==> src/rtl/pipe_stall_ctrl_if.sv <==
// pipe_stall_ctrl_if
// Groups the hazard-control, fetch and decode signals that the front-end stall
// controller consumes, plus the pipeline-register views it produces.
//   Inputs to the controller : start_i, pc_next_i, instr_i, PC_Write,
//                              IF_ID_Write, NOP, flush_i, ctrl_i
//   Outputs from controller  : pc_o, if_id_instr_o, if_id_pc4_o, id_ex_ctrl_o,
//                              bubble_cnt_o, stall_err_o
// Modports: master drives the controller inputs (hazard unit / fetch side),
//           slave is the controller itself.
interface pipe_stall_ctrl_if #(
    parameter int unsigned CTRL_W = 8,
    parameter int unsigned CNT_W  = 16
);
    logic              start_i;
    logic [31:0]       pc_next_i;
    logic [31:0]       instr_i;
    logic              PC_Write;
    logic              IF_ID_Write;
    logic              NOP;
    logic              flush_i;
    logic [CTRL_W-1:0] ctrl_i;

    logic [31:0]       pc_o;
    logic [31:0]       if_id_instr_o;
    logic [31:0]       if_id_pc4_o;
    logic [CTRL_W-1:0] id_ex_ctrl_o;
    logic [CNT_W-1:0]  bubble_cnt_o;
    logic              stall_err_o;

    modport master (
        output start_i, pc_next_i, instr_i, PC_Write, IF_ID_Write, NOP,
               flush_i, ctrl_i,
        input  pc_o, if_id_instr_o, if_id_pc4_o, id_ex_ctrl_o,
               bubble_cnt_o, stall_err_o
    );

    modport slave (
        input  start_i, pc_next_i, instr_i, PC_Write, IF_ID_Write, NOP,
               flush_i, ctrl_i,
        output pc_o, if_id_instr_o, if_id_pc4_o, id_ex_ctrl_o,
               bubble_cnt_o, stall_err_o
    );
endinterface

==> src/rtl/pipe_stall_ctrl.sv <==
// pipe_stall_ctrl
// Consumer end of the load-use hazard interface. Owns the PC register, the
// IF/ID pipeline register and the control half of ID/EX, and applies the
// PC_Write / IF_ID_Write / NOP decisions of the hazard detector to them.
// Also provides branch squash of IF/ID, a saturating bubble counter and a
// sticky flag raised when a stall lasts longer than MAX_STALL cycles.
// Ports:
//   clk_i  : clock, all state updates on the rising edge
//   rst_i  : asynchronous active-low reset, clears all state
//   bus    : pipe_stall_ctrl_if.slave (see interface header for signals)
// All outputs are registered; nothing changes while start_i is low.
module pipe_stall_ctrl #(
    parameter int unsigned CTRL_W    = 8,
    parameter int unsigned CNT_W     = 16,
    parameter int unsigned MAX_STALL = 1
) (
    input  logic             clk_i,
    input  logic             rst_i,
    pipe_stall_ctrl_if.slave bus
);
    // Run counter must be able to hold MAX_STALL + 1 (its saturation value).
    localparam int unsigned      RUN_W   = $clog2(MAX_STALL + 2);
    localparam logic [RUN_W-1:0] RUN_SAT = RUN_W'(MAX_STALL + 1);
    localparam logic [RUN_W-1:0] RUN_LIM = RUN_W'(MAX_STALL);

    logic [31:0]       pc_q;
    logic [31:0]       instr_q;
    logic [31:0]       pc4_q;
    logic [CTRL_W-1:0] ctrl_q;
    logic [CNT_W-1:0]  bub_q;
    logic [RUN_W-1:0]  run_q;
    logic              err_q;

    // PC and IF/ID. A flush in a stalled ID is ignored because the branch
    // decision there is not yet valid; only a writing IF/ID can be squashed.
    always_ff @(posedge clk_i or negedge rst_i) begin
        if (!rst_i) begin
            pc_q    <= '0;
            instr_q <= '0;
            pc4_q   <= '0;
        end else if (bus.start_i) begin
            if (bus.PC_Write) begin
                pc_q <= bus.pc_next_i;
            end
            if (bus.IF_ID_Write) begin
                instr_q <= bus.flush_i ? '0 : bus.instr_i;
                pc4_q   <= pc_q + 32'd4;
            end
        end
    end

    // ID/EX control: always advances, bubble replaces the bundle with zero.
    always_ff @(posedge clk_i or negedge rst_i) begin
        if (!rst_i) begin
            ctrl_q <= '0;
        end else if (bus.start_i) begin
            ctrl_q <= bus.NOP ? '0 : bus.ctrl_i;
        end
    end

    // Bubble statistics. The run counter saturates one past the limit so it
    // can never wrap back into the legal range during a very long stall; the
    // error flag fires on the edge whose bubble makes the run exceed the limit.
    always_ff @(posedge clk_i or negedge rst_i) begin
        if (!rst_i) begin
            bub_q <= '0;
            run_q <= '0;
            err_q <= 1'b0;
        end else if (bus.start_i) begin
            if (bus.NOP) begin
                if (bub_q != '1) begin
                    bub_q <= bub_q + CNT_W'(1);
                end
                if (run_q != RUN_SAT) begin
                    run_q <= run_q + RUN_W'(1);
                end
                if (run_q >= RUN_LIM) begin
                    err_q <= 1'b1;
                end
            end else begin
                run_q <= '0;
            end
        end
    end

    assign bus.pc_o          = pc_q;
    assign bus.if_id_instr_o = instr_q;
    assign bus.if_id_pc4_o   = pc4_q;
    assign bus.id_ex_ctrl_o  = ctrl_q;
    assign bus.bubble_cnt_o  = bub_q;
    assign bus.stall_err_o   = err_q;
endmodule

==> src/flat_wrapper.sv <==
// flat-port wrapper written by rule: the top's interface ports become plain ports
module pipe_stall_ctrl_flat 
#(
    parameter int unsigned CTRL_W    = 8,
    parameter int unsigned CNT_W     = 16,
    parameter int unsigned MAX_STALL = 1
)
  (clk_i, rst_i, bus_start_i, bus_pc_next_i, bus_instr_i, bus_PC_Write, bus_IF_ID_Write, bus_NOP, bus_flush_i, bus_ctrl_i, bus_pc_o, bus_if_id_instr_o, bus_if_id_pc4_o, bus_id_ex_ctrl_o, bus_bubble_cnt_o, bus_stall_err_o);
  pipe_stall_ctrl_if #(.CTRL_W(CTRL_W), .CNT_W(CNT_W)) bus_i ();
  input  logic clk_i;
  input  logic rst_i;
  input wire logic [$bits(bus_i.start_i)-1:0] bus_start_i;
  input wire logic [$bits(bus_i.pc_next_i)-1:0] bus_pc_next_i;
  input wire logic [$bits(bus_i.instr_i)-1:0] bus_instr_i;
  input wire logic [$bits(bus_i.PC_Write)-1:0] bus_PC_Write;
  input wire logic [$bits(bus_i.IF_ID_Write)-1:0] bus_IF_ID_Write;
  input wire logic [$bits(bus_i.NOP)-1:0] bus_NOP;
  input wire logic [$bits(bus_i.flush_i)-1:0] bus_flush_i;
  input wire logic [$bits(bus_i.ctrl_i)-1:0] bus_ctrl_i;
  output wire logic [$bits(bus_i.pc_o)-1:0] bus_pc_o;
  output wire logic [$bits(bus_i.if_id_instr_o)-1:0] bus_if_id_instr_o;
  output wire logic [$bits(bus_i.if_id_pc4_o)-1:0] bus_if_id_pc4_o;
  output wire logic [$bits(bus_i.id_ex_ctrl_o)-1:0] bus_id_ex_ctrl_o;
  output wire logic [$bits(bus_i.bubble_cnt_o)-1:0] bus_bubble_cnt_o;
  output wire logic [$bits(bus_i.stall_err_o)-1:0] bus_stall_err_o;
  assign bus_i.start_i = bus_start_i;
  assign bus_i.pc_next_i = bus_pc_next_i;
  assign bus_i.instr_i = bus_instr_i;
  assign bus_i.PC_Write = bus_PC_Write;
  assign bus_i.IF_ID_Write = bus_IF_ID_Write;
  assign bus_i.NOP = bus_NOP;
  assign bus_i.flush_i = bus_flush_i;
  assign bus_i.ctrl_i = bus_ctrl_i;
  assign bus_pc_o = bus_i.pc_o;
  assign bus_if_id_instr_o = bus_i.if_id_instr_o;
  assign bus_if_id_pc4_o = bus_i.if_id_pc4_o;
  assign bus_id_ex_ctrl_o = bus_i.id_ex_ctrl_o;
  assign bus_bubble_cnt_o = bus_i.bubble_cnt_o;
  assign bus_stall_err_o = bus_i.stall_err_o;
  pipe_stall_ctrl #(.CTRL_W(CTRL_W), .CNT_W(CNT_W), .MAX_STALL(MAX_STALL)) u_core (.clk_i(clk_i), .rst_i(rst_i), .bus(bus_i));
endmodule
==> config.mk <==
export PLATFORM = sky130hd
export DESIGN_NAME = pipe_stall_ctrl_flat
export DESIGN_NICKNAME = d
export VERILOG_FILES = /design/src/rtl/pipe_stall_ctrl_if.sv /design/src/rtl/pipe_stall_ctrl.sv /design/src/flat_wrapper.sv
export SDC_FILE = /design/constraint.sdc
export NUM_CORES = 1
export LEC_CHECK = 0
export BUFFER_PORTS_ARGS = -buffer_cell sky130_fd_sc_hd__buf_2
export CORE_ASPECT_RATIO = 0.7
export CORE_MARGIN = 3
export CORE_UTILIZATION = 50
export CTS_CLUSTER_DIAMETER = 80
export DETAILED_ROUTE_END_ITERATION = 12
export PLACE_DENSITY_LB_ADDON = 0.08
export SYNTH_ARGS = -nofsm -noshare
export SYNTH_HDL_FRONTEND = slang
export SYNTH_SLANG_ARGS = --single-unit
==> constraint.sdc <==
create_clock -name clk_i -period 2.7 [get_ports clk_i]
set_clock_uncertainty 0.15 [all_clocks]
set_input_delay 0.27 -clock clk_i [delete_from_list [all_inputs] [get_ports clk_i]]
set_output_delay 0.27 -clock clk_i [all_outputs]
set_load 0.01 [all_outputs]
==> metrics.md, run 1 <==
| Metric | Value |
|---|---|
| Status | completed |
| Ratio of cells with drive above 1 in the final layout | 0.349 |
| Worst hold-check path type | in -> reg |
| CTS tree | done |
| Setup crit end kind | flop |
| Cell count after placement | 858 |
| Core area | 10,600 sq um |
| Site Rows | 31 |
| Total grt overflow | 0 |
| Crit path launch | u_core.bus.pc_o[8]$_DFFE_PN0P_ |
| Fin crit period | 2.55 ns |
| Worst Max-Slew Pin Slew | 0.538 ns |
| Final Non-Filler Cells | 962 |
| Crit path top cell by count | or4_1 |
| Final period util | 0.944 |
| Sequential power share | 0.410 |
| CTS Buffer Depth | 2 |
| Diode count | 0 |
| Top cell family by delay on the critical path | simple AND/OR/NAND/NOR gates |
| Chip height | 94.4 um |
| Arrival time of the worst setup path | 2.73 ns |
| Vias in the first global route | 4,995 |
| Count of buffers from port buffering | 199 |
| Post-Syn Instances | 530 |
| Overall Power | 5.82 mW |
| Die width | 132 um |
| Switching Share | 0.278 |
| Total I/O pin count | 200 |
| CTS root buf | clkbuf_16 |
| Critical Path, Cell by Cell | nand4_4, or4_1, or4_1, a31oi_1 |
| Lkg Pwr | 3.97 nW |
| Synthesized net count | 613 |
| Detailed Route Iter0 Violations | 258 |
| Via/cell ratio | 5.28 |
| CP Class | reg -> reg |
| Layout overhead on the synthesized area | 44.6% |
| Final Hold Viols | 0 |
| Mapped Avg Cell Area | 10.5 sq um |
| Number of CTS-inserted buffers | 17 |
| Total Negative Setup Slacks | 0 ns |
| Total Wirelength | 15,600 um |
| Required time worst endpoint | 2.88 ns |
| Synth top area cells | dfrtp_1 (55%), nand2_1 (7.2%), mux2_2 (6.9%), nand3b_1 (4.3%), xor2_1 (2.7%) |
| Initial antenna violation count | 0 |
| Area fraction of the dominant cell type after synthesis | 0.552 |
| Initial Util | 0.525 |
| Skew-Pair Late Insertion Delay | 0.40 ns |
| Post-CTS Setup Inserts | 0 |
| First-pass GRT wire length | 25,000 um |
| Initial DRT Pass Iterations | 4 |
| Internal | 4.21 mW |
| Peak supply drop | 0.473 mV |
| CTS sink count | 123 |
| Die ar. | 12,500 sq um |
| Post-route ant nets | 0 |
| Post-synth EDFFs | 0 |
| Pwr dens | 721 nW/um^2 |
| DRC | 0 |
| Max cap viols | 0 |
| Wire per inst | 16.2 um |
| Count leader, synth | dfrtp_1 |
| Post-DP HPWL | 10,300 um |
| Net Switching | 1.62 mW |
| Reg-to-reg startpoint | u_core.bus.pc_o[8]$_DFFE_PN0P_ |
| CP Max Fanout | 18 |
| Fmax | 0.392 GHz |
| Sequential-to-total area share from yosys stat | 0.552 |
| Depth of the CTS H-tree | 4 |
| Global Route Usage Sum | 0.252 |
| # nets final | 885 |
| Largest net degree at the start of global routing | 82 |
| Routability cong. | 0.892 |
| Vias | 5,081 |
| Cell taking the most area after synthesis | dfrtp_1 |
| Slowest-stage cell, CP | or4_1 |
| Combinational Power Share | 0.192 |
| # setup viols final | 0 |
| Unique masters post-synth | 45 |
| HP Start | bus_NOP |
| Setup crit start kind | flop |
| Synth warn | 0 |
| Pins over their slew limit | 0 |
| Post_cts resized | 0 |
| Async SR Flop Fraction | 1.00 |
| Clock network power share | 0.398 |
| Top FF cell, synth | dfrtp_1 |
| Clock-pin slew on the worst setup and hold paths | 0.05 ns |
| Most instantiated cells after synthesis | dfrtp_1 (123), nand2_1 (107), mux2_2 (34) |
| Synth Register Bits | 123 |
| Worst path max stage delay | 0.83 ns |
| Post-layout util | 0.759 |
| Post-Syn Area | 5580 sq um |
| RSZ-0062 raised after global routing | false |
| Buf+Inv Stages, Crit Path | 0 |
| Relative slew slack | 0.642 |
| Post-cts hold buffer count | 73 |
-- cell type report --
cell class / instances / area, sq um
clock buffer: 22 / 454
timing repair buffer: 282 / 1820
multi-input combinational: 369 / 2350
inverter: 9 / 33.8
sequential: 123 / 3080
fill: 717 / 2560
clock inverter: 9 / 145
tap: 148 / 185
-- sequential cells by signal (all words and copies together) (netlist names) --
register / count
u_core.bus.id_ex_ctrl_o: 8
u_core.run_q: 2
u_core.bus.if_id_pc4_o: 32
u_core.bus.stall_err_o: 1
u_core.bus.pc_o: 32
u_core.bus.bubble_cnt_o: 16
u_core.bus.if_id_instr_o: 32
-- final timing paths --
check                                                           end  slack (ns)  cells after the start
setup / recovery             u_core.bus.if_id_pc4_o[31]$_DFFE_PN0P_        0.15                      4
hold / removal                   u_core.bus.stall_err_o$_DFFE_PN0P_        0.03                      3
setup reg to reg             u_core.bus.if_id_pc4_o[31]$_DFFE_PN0P_        0.15                      4
hold reg to reg            u_core.bus.if_id_instr_o[17]$_DFFE_PN0P_        0.31                      2
max in group asynchronous  u_core.bus.if_id_instr_o[17]$_DFFE_PN0P_        1.67                      3
min in group asynchronous     u_core.bus.if_id_pc4_o[6]$_DFFE_PN0P_        0.06                      2
-- power by group through the flow --
stage          combinational (mW)  clock (mW)  sequential (mW)
2_1_floorplan               0.426           0             2.48
3_3_place_gp                 1.02           0             2.38
3_5_place_dp                 1.04           0             2.40
4_1_cts                      1.12        2.34             2.38
5_1_grt                      1.24        2.43             2.42
6_report                     1.12        2.32             2.38
-- tightest hold or removal path: cells and delay by family --
kind | cells | cell delay [ns]
buf+inv | 1 | 0.13
simple gates | 1 | 0.08
compound gates | 1 | 0.06
-- kinds of logic (layout without fill, tap and decap cells) --
group,count (synthesis),count (layout),share of synthesized area
AND/OR/NAND/NOR,238,238,0.224
flip-flops,123,123,0.552
AO/OA/AOI/OAI,66,66,0.0771
buffers and inverters,38,322,0.0271
multiplexers,34,34,0.0686
XOR/XNOR,27,27,0.0424
adder cells (fa/ha/maj),4,4,0.00897
-- per-layer routing --
layer | vias up | global-route usage | part of all wire
li1 | 2421 | - | -
met1 | 2438 | 0.330 | 0.44
met2 | 201 | 0.409 | 0.47
met3 | 21 | 0.0650 | 0.073
met4 | 0 | 0.0986 | 0.018
met5 | - | 0 | 0
-- metrics by stage --
stage	instance area (sq um)	hold slack (ns)	setup slack, ns
4_1_cts	8070	0.0169	0.174
2_1_floorplan	5580	-0.176	0.495
6_report	8070	0.0325	0.151
3_5_place_dp	6740	-0.0786	0.196
5_1_grt	8070	0.0525	0.0171
3_3_place_gp	6740	-0.0759	0.272
-- placed cells by master, fill, tap and decap left out, types with 6 or more instances in the layout --
cell type	Yosys	final
xnor2_1	10	10
nor2_1	16	16
clkbuf_16	0	17
nor4_1	6	6
dfrtp_1	123	123
or4_1	13	13
buf_2	1	198
a21oi_1	7	7
dlygate4sd3_1	0	73
a31o_2	8	8
buf_4	0	10
nand3_1	20	20
nor2b_1	8	8
o21ai_0	14	14
xor2_1	17	17
nand2_1	107	106
o31ai_1	12	12
mux2_2	34	34
inv_1	8	8
a31oi_1	14	14
nand4_1	8	8
nand3b_1	32	32
(Power assumes the default switching activity.)
==> inputs of run 2 (changes only) <==
clock period = 2.9 ns   (was 2.7 ns; I/O delays follow)
==> run 2 against run 1 <==
  * Cell area shrank 0.68%
  * Clock power shrank 12%
  * Worst hold slack lost 0.0085 ns
  * Register-to-register slack gained 0.21 ns
  * Global-route usage grew 0.63 points
  * Non-clock buffer count shrank 5
  * Sequential power shrank 7%
  * Maximum frequency grew 0.41%
  * Setup slack gained 0.21 ns
  * Utilization shrank 0.52 points
  * Sequential share of layout area grew 0.26 points
  * Final cell count shrank 0.42%
  * Critical endpoint is now u_core.bus.if_id_pc4_o[29]$_DFFE_PN0P_
  * Largest power group unchanged
==> metrics.md, run 2 (synthesis gave the netlist of run 1 again) <==
| Metric | Value |
|---|---|
| Depth of the CTS H-tree | 4 |
| Global Route Usage Sum | 0.258 |
| Total Negative Setup Slacks | 0 ns |
| Post-route ant nets | 0 |
| Peak supply drop | 0.608 mV |
| Final period util | 0.875 |
| Number of CTS-inserted buffers | 17 |
| Detailed Route Iter0 Violations | 265 |
| Initial DRT Pass Iterations | 5 |
| Worst setup margin | 0.362 ns |
| Total I/O pin count | 200 |
| Ratio of cells with drive above 1 in the final layout | 0.348 |
| Hold Path Stages | 3 |
| Multi-input gate area | 2350 sq um |
| Count of buffers from port buffering | 199 |
| Die width | 132 um |
| Post-layout util | 0.754 |
| # setup viols final | 0 |
| First-pass GRT wire length | 25,400 um |
| Vias | 5,052 |
| CTS tree | done |
| Worst Max-Slew Pin Slew | 0.635 ns |
| Site Rows | 31 |
| CTS Buffer Depth | 2 |
| Reg-to-reg startpoint | u_core.bus.pc_o[8]$_DFFE_PN0P_ |
| Core area | 10,600 sq um |
| Chip height | 94.4 um |
| CTS root buf | clkbuf_16 |
| Max cap viols | 0 |
| Final Non-Filler Cells | 958 |
| Dpl cell area | 6720 sq um |
| Routability cong. | 0.864 |
| Slowest-stage cell, CP | or4_1 |
| Required time worst endpoint | 3.07 ns |
| Total Wirelength | 15,600 um |
| # nets final | 880 |
| FF-to-FF setup slack | 0.36 ns |
| Diode count | 0 |
| Final Hold Viols | 0 |
| Pre-CTS WS | 0.423 ns |
| DRC | 0 |
| CTS sink count | 123 |
| HP Start | bus_instr_i[21] |
| Pins over their slew limit | 0 |
| Worst hold-check path type | in -> reg |
| FILL cells | 757 |
| WHS Endpoint | u_core.bus.if_id_instr_o[21]$_DFFE_PN0P_ |
| Post_cts resized | 0 |
| Post-DP HPWL | 10,500 um |
| Via/cell ratio | 5.27 |
| Initial Util | 0.525 |
| Status | completed |
| RSZ-0062 raised after global routing | false |
| Crit path top cell by count | or4_1 |
| Pwr dens | 662 nW/um^2 |
| Total grt overflow | 0 |
| Lkg Pwr | 3.93 nW |
| Cell count after placement | 854 |
| Fin crit period | 2.54 ns |
| Final Instance Area | 8010 sq um |
| Arrival time of the worst setup path | 2.71 ns |
| Largest net degree at the start of global routing | 65 |
| Worst r2r path cells | 4 |
| Storage element area | 3080 sq um |
| CP Max Fanout | 18 |
| Skew-Pair Late Insertion Delay | 0.41 ns |
| Relative slew slack | 0.577 |
| Most frequent cells in the layout | buf_2 (198), dfrtp_1 (123), nand2_1 (106), dlygate4sd3_1 (72), mux2_2 (34) |
| Fmax | 0.394 GHz |
| Wire per inst | 16.3 um |
| Setup crit start kind | flop |
| Critical Path, Cell by Cell | nand4_4, or4_1, or4_1, a31oi_1 |
| Crit path launch | u_core.bus.pc_o[8]$_DFFE_PN0P_ |
| Setup crit end kind | flop |
| Initial antenna violation count | 0 |
| Vias in the first global route | 4,907 |
| Worst path max stage delay | 0.82 ns |
| Clock-pin slew on the worst setup and hold paths | 0.06 ns |
| Die ar. | 12,500 sq um |
| FF-to-FF End | u_core.bus.if_id_pc4_o[29]$_DFFE_PN0P_ |
| Commonest non-fill, non-tap cell in the layout | buf_2 |
| Layout overhead on the synthesized area | 43.6% |
| CP Class | reg -> reg |
-- run 2: how the worst max path moves through the flow --
stage                                                         to  slack (ns)
final                     u_core.bus.if_id_pc4_o[29]$_DFFE_PN0P_        0.36
after floorplan           u_core.bus.if_id_pc4_o[27]$_DFFE_PN0P_        0.70
after global routing      u_core.bus.if_id_pc4_o[29]$_DFFE_PN0P_        0.20
after CTS                 u_core.bus.if_id_pc4_o[29]$_DFFE_PN0P_        0.38
after detailed placement  u_core.bus.if_id_pc4_o[30]$_DFFE_PN0P_        0.42
after global placement    u_core.bus.if_id_pc4_o[30]$_DFFE_PN0P_        0.48
-- run 2: layer usage --
layer	global-route usage	routed length (um)	up-vias
met5	0	0	-
met4	0.0969	237	0
met3	0.0596	1110	18
met2	0.415	7410	195
met1	0.348	6860	2426
li1	-	-	2413
-- run 2: critical path, delay by kind of cell, from the launching register on --
kind            cells  cell delay [ns]
simple gates        3             1.61
compound gates      1             0.20
flops               1             0.49
-- run 2: report_power, final --
| group | switching (mW) | total (mW) | internal, mW |
|---|---|---|---|
| combinational | 0.555 | 1.05 | 0.498 |
| clock | 0.752 | 2.04 | 1.28 |
| sequential | 0.245 | 2.21 | 1.97 |
-- run 2: cell type report --
class                           count  share of cell area
Tap cell                          148              0.0231
Inverter                            9             0.00422
Clock buffer                       21              0.0562
Clock inverter                     11              0.0151
Sequential cell                   123               0.384
Timing Repair Buffer              277               0.223
Multi-Input combinational cell    369               0.294
-- run 2: timing repair --
action | 4_1_cts | 5_1_grt
setup buffers | 0 | 0
endpoints found under the hold margin | 113 | 0
hold buffers | 72 | 0
-- run 2: metrics by stage --
| step | power (mW) | hold slack, ns |
|---|---|---|
| 5_1_grt | 5.58 | 0.00986 |
| 3_3_place_gp | 3.17 | 0.170 |
| 2_1_floorplan | 2.71 | -0.156 |
| 4_1_cts | 5.34 | 0.0180 |
| 6_report | 5.30 | 0.0240 |
| 3_5_place_dp | 3.21 | 0.175 |
==> inputs of run 3 (changes only) <==
--- a/config.mk
+++ b/config.mk
@@ -6,10 +6,11 @@
 export NUM_CORES = 1
 export LEC_CHECK = 0
-export BUFFER_PORTS_ARGS = -buffer_cell sky130_fd_sc_hd__buf_2
 export CORE_ASPECT_RATIO = 0.7
 export CORE_MARGIN = 3
-export CORE_UTILIZATION = 50
+export CORE_UTILIZATION = 60
+export CTS_BUF_LIST = sky130_fd_sc_hd__clkbuf_8
 export CTS_CLUSTER_DIAMETER = 80
 export DETAILED_ROUTE_END_ITERATION = 12
+export DONT_BUFFER_PORTS = 1
 export PLACE_DENSITY_LB_ADDON = 0.08
 export SYNTH_ARGS = -nofsm -noshare
==> constraint.sdc (replaced) <==
create_clock -name clk_i -period 2.9 [get_ports clk_i]
set_clock_uncertainty 0.15 [all_clocks]
set_input_delay 0.58 -clock clk_i [delete_from_list [all_inputs] [get_ports clk_i]]
set_output_delay 0.58 -clock clk_i [all_outputs]
set_load 0.01 [all_outputs]
==> run 3 against run 2 <==
  * The run now ends with negative hold slack left
  * Total power decreased by 21%
  * Cell area decreased by 25%
  * Non-clock buffer count decreased by 272
  * Die area decreased by 16%
  * Final cell count decreased by 32%
  * Maximum frequency decreased by 2.4%
  * Routed wire length decreased by 16%
  * Combinational power decreased by 55%
  * Register-to-register slack got worse by 0.06 ns
  * Sequential power increased by 8%
  * Critical endpoint is now u_core.bus.if_id_pc4_o[26]$_DFFE_PN0P_
==> metrics.md, run 3 (synthesis gave the netlist of run 1 again) <==
| Metric | Value |
|---|---|
| Status | complete, but fails checks |
| Violated checks | negative hold slack |
| Layout overhead on the synthesized area | 7.38% |
| Routability cong. | 0.809 |
| Required time worst endpoint | 3.09 ns |
| Diode count | 0 |
| # nets final | 608 |
| Total grt overflow | 0 |
| Via/cell ratio | 6.06 |
| Ratio of cells with drive above 1 in the final layout | 0.153 |
| Post_cts resized | 0 |
| Commonest non-fill, non-tap cell in the layout | dfrtp_1 |
| Cell count after placement | 626 |
| Pwr dens | 695 nW/um^2 |
| Arrival time of the worst setup path | 2.79 ns |
| Depth of the CTS H-tree | 4 |
| Clock-pin slew on the worst setup and hold paths | 0.07 ns |
| Largest net degree at the start of global routing | 124 |
| CTS tree | done |
| Chip height | 86.7 um |
| Max cap viols | 0 |
| Initial DRT Pass Iterations | 4 |
| CTS root buf | clkbuf_8 |
| Fin crit period | 2.60 ns |
| Worst hold-check path type | in -> async |
| DRC | 0 |
| Highest metal used | met4 |
| First-pass GRT wire length | 20,400 um |
| Die ar. | 10,500 sq um |
| Wire per inst | 20.0 um |
| Total I/O pin count | 200 |
| Post-route ant nets | 0 |
| Skew-Pair Late Insertion Delay | 0.42 ns |
| Die width | 121 um |
| Peak supply drop | 0.416 mV |
| CP Max Fanout | 18 |
| Metal2 WL | 6240 um |
| CP Class | reg -> reg |
| Global Route Usage Sum | 0.252 |
| Lkg Pwr | 2.67 nW |
| Hold_ws | -0.306 ns |
| Vias | 3,973 |
| CTS sink count | 123 |
| Core area | 8760 sq um |
| CTS Buffer Depth | 2 |
| Setup crit start kind | flop |
| Post-DP HPWL | 9320 um |
| # setup viols final | 0 |
| Final period util | 0.897 |
| Detailed Route Iter0 Violations | 252 |
| RSZ-0062 raised after global routing | false |
| Worst Max-Slew Pin Slew | 0.743 ns |
| Met3 WL | 1450 um |
| Initial antenna violation count | 0 |
| Pins over their slew limit | 0 |
| Initial Util | 0.637 |
| Total Wirelength | 13,100 um |
| Most frequent cells in the layout | dfrtp_1 (123), nand2_1 (106), mux2_2 (34), nand3b_1 (32), clkbuf_8 (21) |
| Setup crit end kind | flop |
| Final Non-Filler Cells | 656 |
| Relative slew slack | 0.503 |
| DRT met1 WL | 5300 um |
| Fmax | 0.385 GHz |
| Site Rows | 28 |
| Post-CTS Setup Inserts | 0 |
| Count of buffers from port buffering | 0 |
| Total Negative Setup Slacks | 0 ns |
| Final Hold Viols | 123 |
| Number of CTS-inserted buffers | 17 |
| Vias in the first global route | 3,778 |
run 3: cell types whose count changed in the layout (fill, tap and decap cells not counted), sizes merged:
cell and delta:
buf -200, dlygate4sd3 -72, bufinv -2, clkinv -1, inv +1
run 3: final timing paths:
check | start | endpoint | slack (ns) | cells after the start
worst max register to register | u_core.bus.pc_o[8]$_DFFE_PN0P_ | u_core.bus.if_id_pc4_o[26]$_DFFE_PN0P_ | 0.30 | 4
worst min-delay path | rst_i | u_core.bus.pc_o[19]$_DFFE_PN0P_ | -0.31 | 0
worst min register to register | u_core.bus.if_id_instr_o[25]$_DFFE_PN0P_ | u_core.bus.if_id_instr_o[25]$_DFFE_PN0P_ | 0.39 | 2
max in group asynchronous | rst_i | u_core.bus.if_id_pc4_o[3]$_DFFE_PN0P_ | 2.77 | 0
worst max-delay path | u_core.bus.pc_o[8]$_DFFE_PN0P_ | u_core.bus.if_id_pc4_o[26]$_DFFE_PN0P_ | 0.30 | 4
min in group clk_i | bus_start_i | u_core.run_q[0]$_DFFE_PN0P_ | 0.11 | 1
run 3: critical path, cell delays in order (launching register included):
cell and delay, ns:
dfrtp_1 0.54, nand4_4 0.22, or4_1 0.81, or4_1 0.59, a31oi_1 0.20
run 3: final cells by class:
| type | instances | area (sq um) |
|---|---|---|
| Fill cell | 682 | 2770 |
| Inverter | 9 | 33.8 |
| Clock inverter | 9 | 48.8 |
| Tap cell | 120 | 150 |
| Sequential cell | 123 | 3080 |
| Timing Repair Buffer | 5 | 37.5 |
| Clock buffer | 21 | 289 |
| Multi-Input combinational cell | 369 | 2350 |
run 3: metrics by stage:
step           hold slack (ns)  cell area, sq um  power (mW)  setup WS (ns)   util
6_report                -0.306              5990        4.17          0.299  0.684
5_1_grt                 -0.329              5990        4.39          0.171  0.684
4_1_cts                 -0.328              5990        4.21          0.285  0.684
3_5_place_dp             0.136              5650        2.90          0.283  0.646
3_3_place_gp             0.137              5650        2.86          0.400  0.646
2_1_floorplan            0.134              5580        2.71          0.695      -
run 3: power breakdown:
| part | switching (mW) | internal (mW) |
|---|---|---|
| combinational | 0.241 | 0.234 |
| clock | 0.642 | 0.659 |
| sequential | 0.422 | 1.97 |
| total | 1.31 | 2.86 |
run 3: per-layer routing:
layer  vias to the layer above  GRT usage
met5                         -          0
met1                      1942      0.319
met4                         0     0.0834
met2                       166      0.397
li1                       1853          -
met3                        12      0.106
